## config.mk

```make
export PLATFORM = sky130hd
export DESIGN_NAME = tff_count_seq
export DESIGN_NICKNAME = d
export VERILOG_FILES = /design/src/rtl/tff_count_seq.sv
export SDC_FILE = /design/constraint.sdc
export NUM_CORES = 1
export LEC_CHECK = 0
export ABC_AREA = 1
export CAP_MARGIN = 20
export CORE_MARGIN = 3
export CORE_UTILIZATION = 43
export DETAILED_ROUTE_END_ITERATION = 8
export PLACE_DENSITY = 0.76
export SLEW_MARGIN = 20
export SYNTH_ARGS = -nofsm -noshare
export SYNTH_HDL_FRONTEND = slang
export SYNTH_SLANG_ARGS = --single-unit
```

## constraint.sdc

```tcl
create_clock -name clk -period 1.6 [get_ports clk]
set_clock_uncertainty 0.05 [all_clocks]
set_input_delay 0.32 -clock clk [delete_from_list [all_inputs] [get_ports clk]]
set_output_delay 0.32 -clock clk [all_outputs]
set_load 0.01 [all_outputs]
```

## src/rtl/tff_count_seq.sv

```systemverilog
// Load/count/pause/done sequencer that drives the toggle enables of a W-bit toggle-flop bank.
// All count changes pass through t_vec; the bank itself only ever does q <= q ^ t.

module tff_count_seq_bank #(
  parameter int W = 4
) (
  input  logic         clk,
  input  logic         rst_n,
  input  logic [W-1:0] t,
  output logic [W-1:0] q
);

  logic [W-1:0] q_q;
  logic [W-1:0] q_d;

  always_comb begin
    q_d = q_q ^ t;
  end

  always_ff @(posedge clk or negedge rst_n) begin
    if (!rst_n) begin
      q_q <= '0;
    end else begin
      q_q <= q_d;
    end
  end

  assign q = q_q;

endmodule

// Handshake: start is consumed only in IDLE; done stays high in DONE until
// done_ack is seen at an edge, which returns to IDLE. abort wins over everything.
module tff_count_seq #(
  parameter int W = 4
) (
  input  logic         clk,
  input  logic         reset,
  input  logic         start,
  input  logic         dir,
  input  logic [W-1:0] limit,
  input  logic         pause,
  input  logic         abort,
  input  logic         done_ack,
  output logic [W-1:0] t_vec,
  output logic [W-1:0] count,
  output logic         busy,
  output logic         done,
  output logic [1:0]   dbg_state
);

  typedef enum logic [1:0] {
    S_IDLE = 2'd0,
    S_LOAD = 2'd1,
    S_RUN  = 2'd2,
    S_DONE = 2'd3
  } state_t;

  state_t       state_q, state_d;
  logic         dir_q, dir_d;
  logic [W-1:0] lim_q, lim_d;
  logic [W-1:0] t_d;
  logic [W-1:0] t_run;
  logic [W-1:0] init;
  logic [W-1:0] term;
  logic         carry;

  // Up: bit i toggles when all lower bits are 1; down: when all lower bits are 0.
  always_comb begin
    t_run = '0;
    carry = 1'b1;
    for (int i = 0; i < W; i++) begin
      t_run[i] = carry;
      carry    = carry & (dir_q ? count[i] : ~count[i]);
    end
  end

  always_comb begin
    init = dir_q ? '0 : lim_q;
    term = dir_q ? lim_q : '0;
  end

  always_comb begin
    state_d = state_q;
    dir_d   = dir_q;
    lim_d   = lim_q;
    t_d     = '0;
    if (abort) begin
      state_d = S_IDLE;
    end else begin
      case (state_q)
        S_IDLE: begin
          if (start) begin
            dir_d   = dir;
            lim_d   = limit;
            state_d = S_LOAD;
          end
        end
        S_LOAD: begin
          t_d     = count ^ init;
          state_d = (init == term) ? S_DONE : S_RUN;
        end
        S_RUN: begin
          if (!pause) begin
            t_d = t_run;
            if ((count ^ t_run) == term) begin
              state_d = S_DONE;
            end
          end
        end
        S_DONE: begin
          if (done_ack) begin
            state_d = S_IDLE;
          end
        end
        default: begin
          state_d = S_IDLE;
        end
      endcase
    end
  end

  always_ff @(posedge clk or negedge reset) begin
    if (!reset) begin
      state_q <= S_IDLE;
      dir_q   <= 1'b0;
      lim_q   <= '0;
    end else begin
      state_q <= state_d;
      dir_q   <= dir_d;
      lim_q   <= lim_d;
    end
  end

  tff_count_seq_bank #(.W(W)) u_bank (
    .clk   (clk),
    .rst_n (reset),
    .t     (t_vec),
    .q     (count)
  );

  assign t_vec     = reset ? t_d : '0;
  assign busy      = (state_q == S_LOAD) || (state_q == S_RUN);
  assign done      = (state_q == S_DONE);
  assign dbg_state = state_q;

endmodule

```

# Word level (Yosys, flattened, before mapping)
# Cells that the tools add are included.
op_classes:
  eq_ne: 9
  bitwise_logic: 9
  n_reduce_logical: 4
  mux: 16
ops:
  columns: ["operator", "n"]
  rows:
  - ["4-bit two-way mux", 5]
  - ["3-bit != test (second input constant)", 4]
  - ["4-bit bitwise XOR", 3]
  - ["2-bit two-way mux", 5]
  - ["4-bit == test", 2]
  - ["2-bit case mux with 4 select lines", 1]
  - ["4-bit case mux with 2 select lines", 1]
  - ["2-bit == test (second input constant)", 2]
  - ["1-bit two-way mux", 4]
  - ["1-bit NOT", 4]
  - ["4-bit AND reduction", 1]
  - ["3-bit AND reduction", 1]
  - ["1-bit bitwise AND", 2]
  - ["2-bit by 1-bit == test with 1-bit output (second input constant)", 1]
  - ["2-bit zero test", 1]
  - ["1-bit logical OR", 1]
word_totals:
  register_bits: 11
  output_inout_bits: 12
  inputBits: 11

# Longest topological paths before layout
# Gate-level depths: netlist (run 1).
depth:
  word_depth: 10
  depth_mapped: 12

# Hierarchy
# From an unflattened synthesis (run 1), not the netlist that was laid out.
unflattened:
  cells_unflattened: 144
  area_unflattened_um2: 933.4
by_module_without_submodules:
  columns: ["mod", "seq_area_each_um2", "instances", "area_each_um2", "cells_per_inst"]
  rows:
  - ["tff_count_seq", 175.2, 1, 758.2, 120]
  - ["tff_count_seq_bank", 100.1, 1, 175.2, 24]

# Worst setup path before layout (run 1)
# OpenSTA, ideal clock, no wires.
synth_timing:
  path_type: "register -> output"
  start: "register state_q[0] (netlist: dbg_state[0])"
  end: "output port t_vec[3]"
  t_required_ps: 1230
  n_path_buf: 0
  setup_slack_ps: -85
  path_stages_with_launch: 9
  arrival_time_ps: 1315
  path_cell_list: "dfrtp_1 -> inv_1 -> ha_1 -> nand2_1 -> inv_1 -> nand2_1 -> inv_1 -> nand2_1 -> inv_1"
synth_via:
  elab_chain_cells: 4
  word_cells_on_any_way: 5
  classes_between: "eq/ne (2); mux (3)"
synth_lines:
  columns: ["element", "line", "source"]
  rows:
  - ["start: declaration", "59", "state_t state_q, state_d;"]
  - ["start signal: assignment", "129", "state_q <= state_d;"]
  - ["2-bit == test or 2-bit by 1-bit == test with 1-bit output (tied branches)", "91", "case (state_q)"]
  - ["4-bit case mux with 2 select lines *", "91", null]
  - ["4-bit two-way mux *", "88", "if (abort) begin"]
  - ["4-bit two-way mux *", "142", "assign t_vec = reset ? t_d : '0;"]
  - ["end: declaration", "45", "output logic [W-1:0] t_vec,"]
# Every way passes the cells marked *; elsewhere a longest branch is shown, timed or not.

# Worst setup path after layout (run 1)
layout_timing:
  start: "register state_q[0] (netlist: dbg_state[0])"
  end: "output port t_vec[2]"
# Same word-level chain as after synthesis.

==> results.json, run 1 <==
{
  "outcome": "complete, but fails checks",
  "violations": "setup timing",
  "drive_gt1_share_pct": 57.50,
  "gr-total-overflow": 0,
  "antenna_found_initial": 0,
  "power_density_nw_per_um2": 2081,
  "clk_latency_ns": 0.28,
  "yosys.area.top_type": "dfrtp_1",
  "hold_buffers": 0,
  "crit_cells": 9,
  "yosysMostFrequentCell": "nand2_1",
  "place_hpwl_mm": 2.000,
  "synth_edf_count": 0,
  "seq_area_um2": 279.0,
  "max_freq_mhz": 499.5,
  "peakVddDrop_mv": 1.522,
  "grt_pass1_vias": 1259,
  "die_y_um": 51.29,
  "fin_crit_ns": 2.002,
  "setup_viol": 10,
  "rrSetupSlack_ns": -0.34,
  "worst-path-buf-inv": 4,
  "htree_levels": 1,
  "setup_slack_ns": -0.4022,
  "viasPerCell": 5.840,
  "cp.arrival_ns": 1.63,
  "antennaDiodeCount": 0,
  "synth_seq_cells": 11,
  "cp-start-kind": "flip-flop",
  "tightest_slew_ns": 0.2923,
  "yosys_warnings": 0,
  "via_count": 1314,
  "gr-usage-all-layers_pct": 32.44,
  "synthTopCellsByCount": "33 x nand2_1, 19 x inv_1, 12 x nor2_1",
  "cts_buffers": 3,
  "drv_slew": 0,
  "reg2reg_depth": 13,
  "use_met3_pct": 6.122,
  "multiInputGateArea_um2": 668.1,
  "endpoint": "t_vec[2]",
  "cpLargestDelayFamily": "flip-flops",
  "use_met2_pct": 61.16,
  "criticalPathCategory": "flip-flop to output pin",
  "gp_congestion": 0.9280,
  "area_delta_synth_final_pct": 94.75,
  "fin_cells": 225,
  "cts_tree": "done",
  "cp_max_fo": 4,
  "n_fill_cell": 56,
  "place_inst": 205,
  "crit_start": "dbg_state[0]$_DFFE_PN0P_",
  "cp-end-kind": "output pin",
  "first_iter_violations": 83,
  "cpMaxStageDelayCell": "dfrtp_2",
  "numPortBuffers": 22,
  "post_dp_cell_area_um2": 1408,
  "grt_busiest_layer": "met2",
  "hold_ws_ns": 0.3486,
  "clk_path_buf_depth": 2,
  "worstHoldPathType": "input port to asynchronous set/reset pin",
  "slew_headroom_pct": 80.34,
  "syn-cell-area_um2": 882.1,
  "nNetsFinal": 217,
  "leakage_uw": 0.0008710,
  "dr.pass1.iters": 5,
  "grt_use_met1_pct": 31.77,
  "ys_async_sr_fraction_pct": 100.0,
  "route.detailed.drc": 0,
  "die_area_um2": 2631,
  "wl_per_cell_um": 21.46,
  "critical_path_required_ns": 1.23,
  "grt_pass1_wl_mm": 6.099,
  "cts_sinks": 11,
  "wl_mm": 4.829,
  "synth_top_area_share_pct": 31.21,
  "worstReg2RegStart": "u_bank.q[0]$_DFF_PN0_",
  "finalInstanceArea_um2": 1718,
  "rsz0062_at_grt": "yes",
  "post-route-period-util_pct": 125.1,
  "ys.flop_type": "dfrtp_1",
  "io_pins": 23,
  "die_x_um": 51.29,
  "ant_nets": 0,
  "synth_nets": 139,
  "start_util_pct": 48.45,
  "seq_area_frac_synth_pct": 31.21,
  "critPathMaxStageDelay_ns": 0.43,
  "syn_inst": 123,
  "crit_path_cell_trace": "inv_4 > ha_4 > inv_2 > nor2_4 > nand2_2 > o22ai_2 > nand2_2 > inv_2 > buf_6",
  "clockRootBuffer": "clkbuf_4",
  "cap_violations": 0,
  "synth_area_leaders": "dfrtp_1 31%, nand2_1 14%, inv_1 8.1%",
  "synth_cell_types": 22,
  "avgSynthCellArea_um2": 7.172,
  "grt_start_max_net_pins": 12,
  "power.total_uw": 3574,
  "r2r_end": "dbg_state[1]$_DFFE_PN0P_",
  "core_um2": 1821,
  "fp-row-count": 15,
  "path_clk_slew_ns": 0.08,
  "hold_viol": 0
}
-- placed cells by master (no fill, tap or decap), types with 4 or more instances in the layout --
master	synthesis	layout
buf_4	0	47
nand2_1	33	18
nand2_2	5	17
buf_6	1	11
inv_1	19	10
nor2_1	12	10
nand3_1	11	10
clkdlybuf4s50_1	0	10
dfrtp_1	11	8
inv_2	1	7
a21oi_1	5	5
xor2_1	5	5
ha_4	0	5
dlygate4sd2_1	0	4
-- metal layers --
| layer | share of wire [%] | vias to the layer above |
|---|---|---|
| met5 | 0 | - |
| met4 | 9.0 | 0 |
| met3 | 7.2 | 53 |
| met2 | 48 | 96 |
| met1 | 36 | 621 |
| li1 | - | 544 |
-- how the worst min path moves through the flow --
stage,endpoint,slack [ns],cells after the start
floorplan,dbg_state[0]$_DFFE_PN0P_,-0.03,0
global placement,lim_q[1]$_DFFE_PN0P_,0.56,1
detailed placement,dbg_state[1]$_DFFE_PN0P_,0.56,3
CTS,lim_q[0]$_DFFE_PN0P_,0.34,2
global route,dir_q$_DFFE_PN0P_,0.35,2
finish,u_bank.q[3]$_DFF_PN0_,0.35,2
-- cell families after synthesis --
family	Yosys count	share of synthesized area [%]
adder cells (fa/ha/maj)	5	7.092
buffers and inverters	22	10.78
AO/OA/AOI/OAI	13	10.07
multiplexers	3	3.830
XOR/XNOR	5	4.964
flip-flops	11	31.21
AND/OR/NAND/NOR	64	32.06
-- registers in the layout (all words and copies together), names as in the netlist --
| register | cells |
|---|---|
| lim_q | 4 |
| u_bank.q | 4 |
| dbg_state | 2 |
| dir_q | 1 |
-- cell type report --
| type | count | area share, % |
|---|---|---|
| multi-input cells | 90 | 38.89 |
| inverters | 21 | 5.317 |
| well taps | 25 | 1.821 |
| repair buffers | 74 | 36.20 |
| flip-flops and latches | 11 | 16.24 |
| clock buffers | 4 | 1.529 |
-- per-stage QoR --
stage	setup WS (ns)	util (%)	setup TNS, ns
finish	-0.4022	94.36	-2.371
global route	-0.4560	94.36	-2.783
CTS	-0.3032	85.50	-1.281
detailed placement	-0.5586	77.32	-2.870
global placement	-0.5717	77.32	-2.612
floorplan	0.004283	-	0
-- report_power, final --
part / switching [uW] / internal, uW
logic: 1420 / 1320
clock network: 119 / 96.9
registers: 208 / 412
-- timing repair --
action | 4_1_cts | 5_1_grt
gates resized for setup | 65 | 31
pin swaps | 8 | 15
buffers inserted | 8 | 9
endpoints found under the setup margin | 18 | 17
Power figures use the tool's default switching activity.
==> inputs of run 2 (changes only) <==
- SLEW_MARGIN: 20 -> default
==> results of run 2 <==
No change in the layout: final DEF, timing and power equal those of run 1.
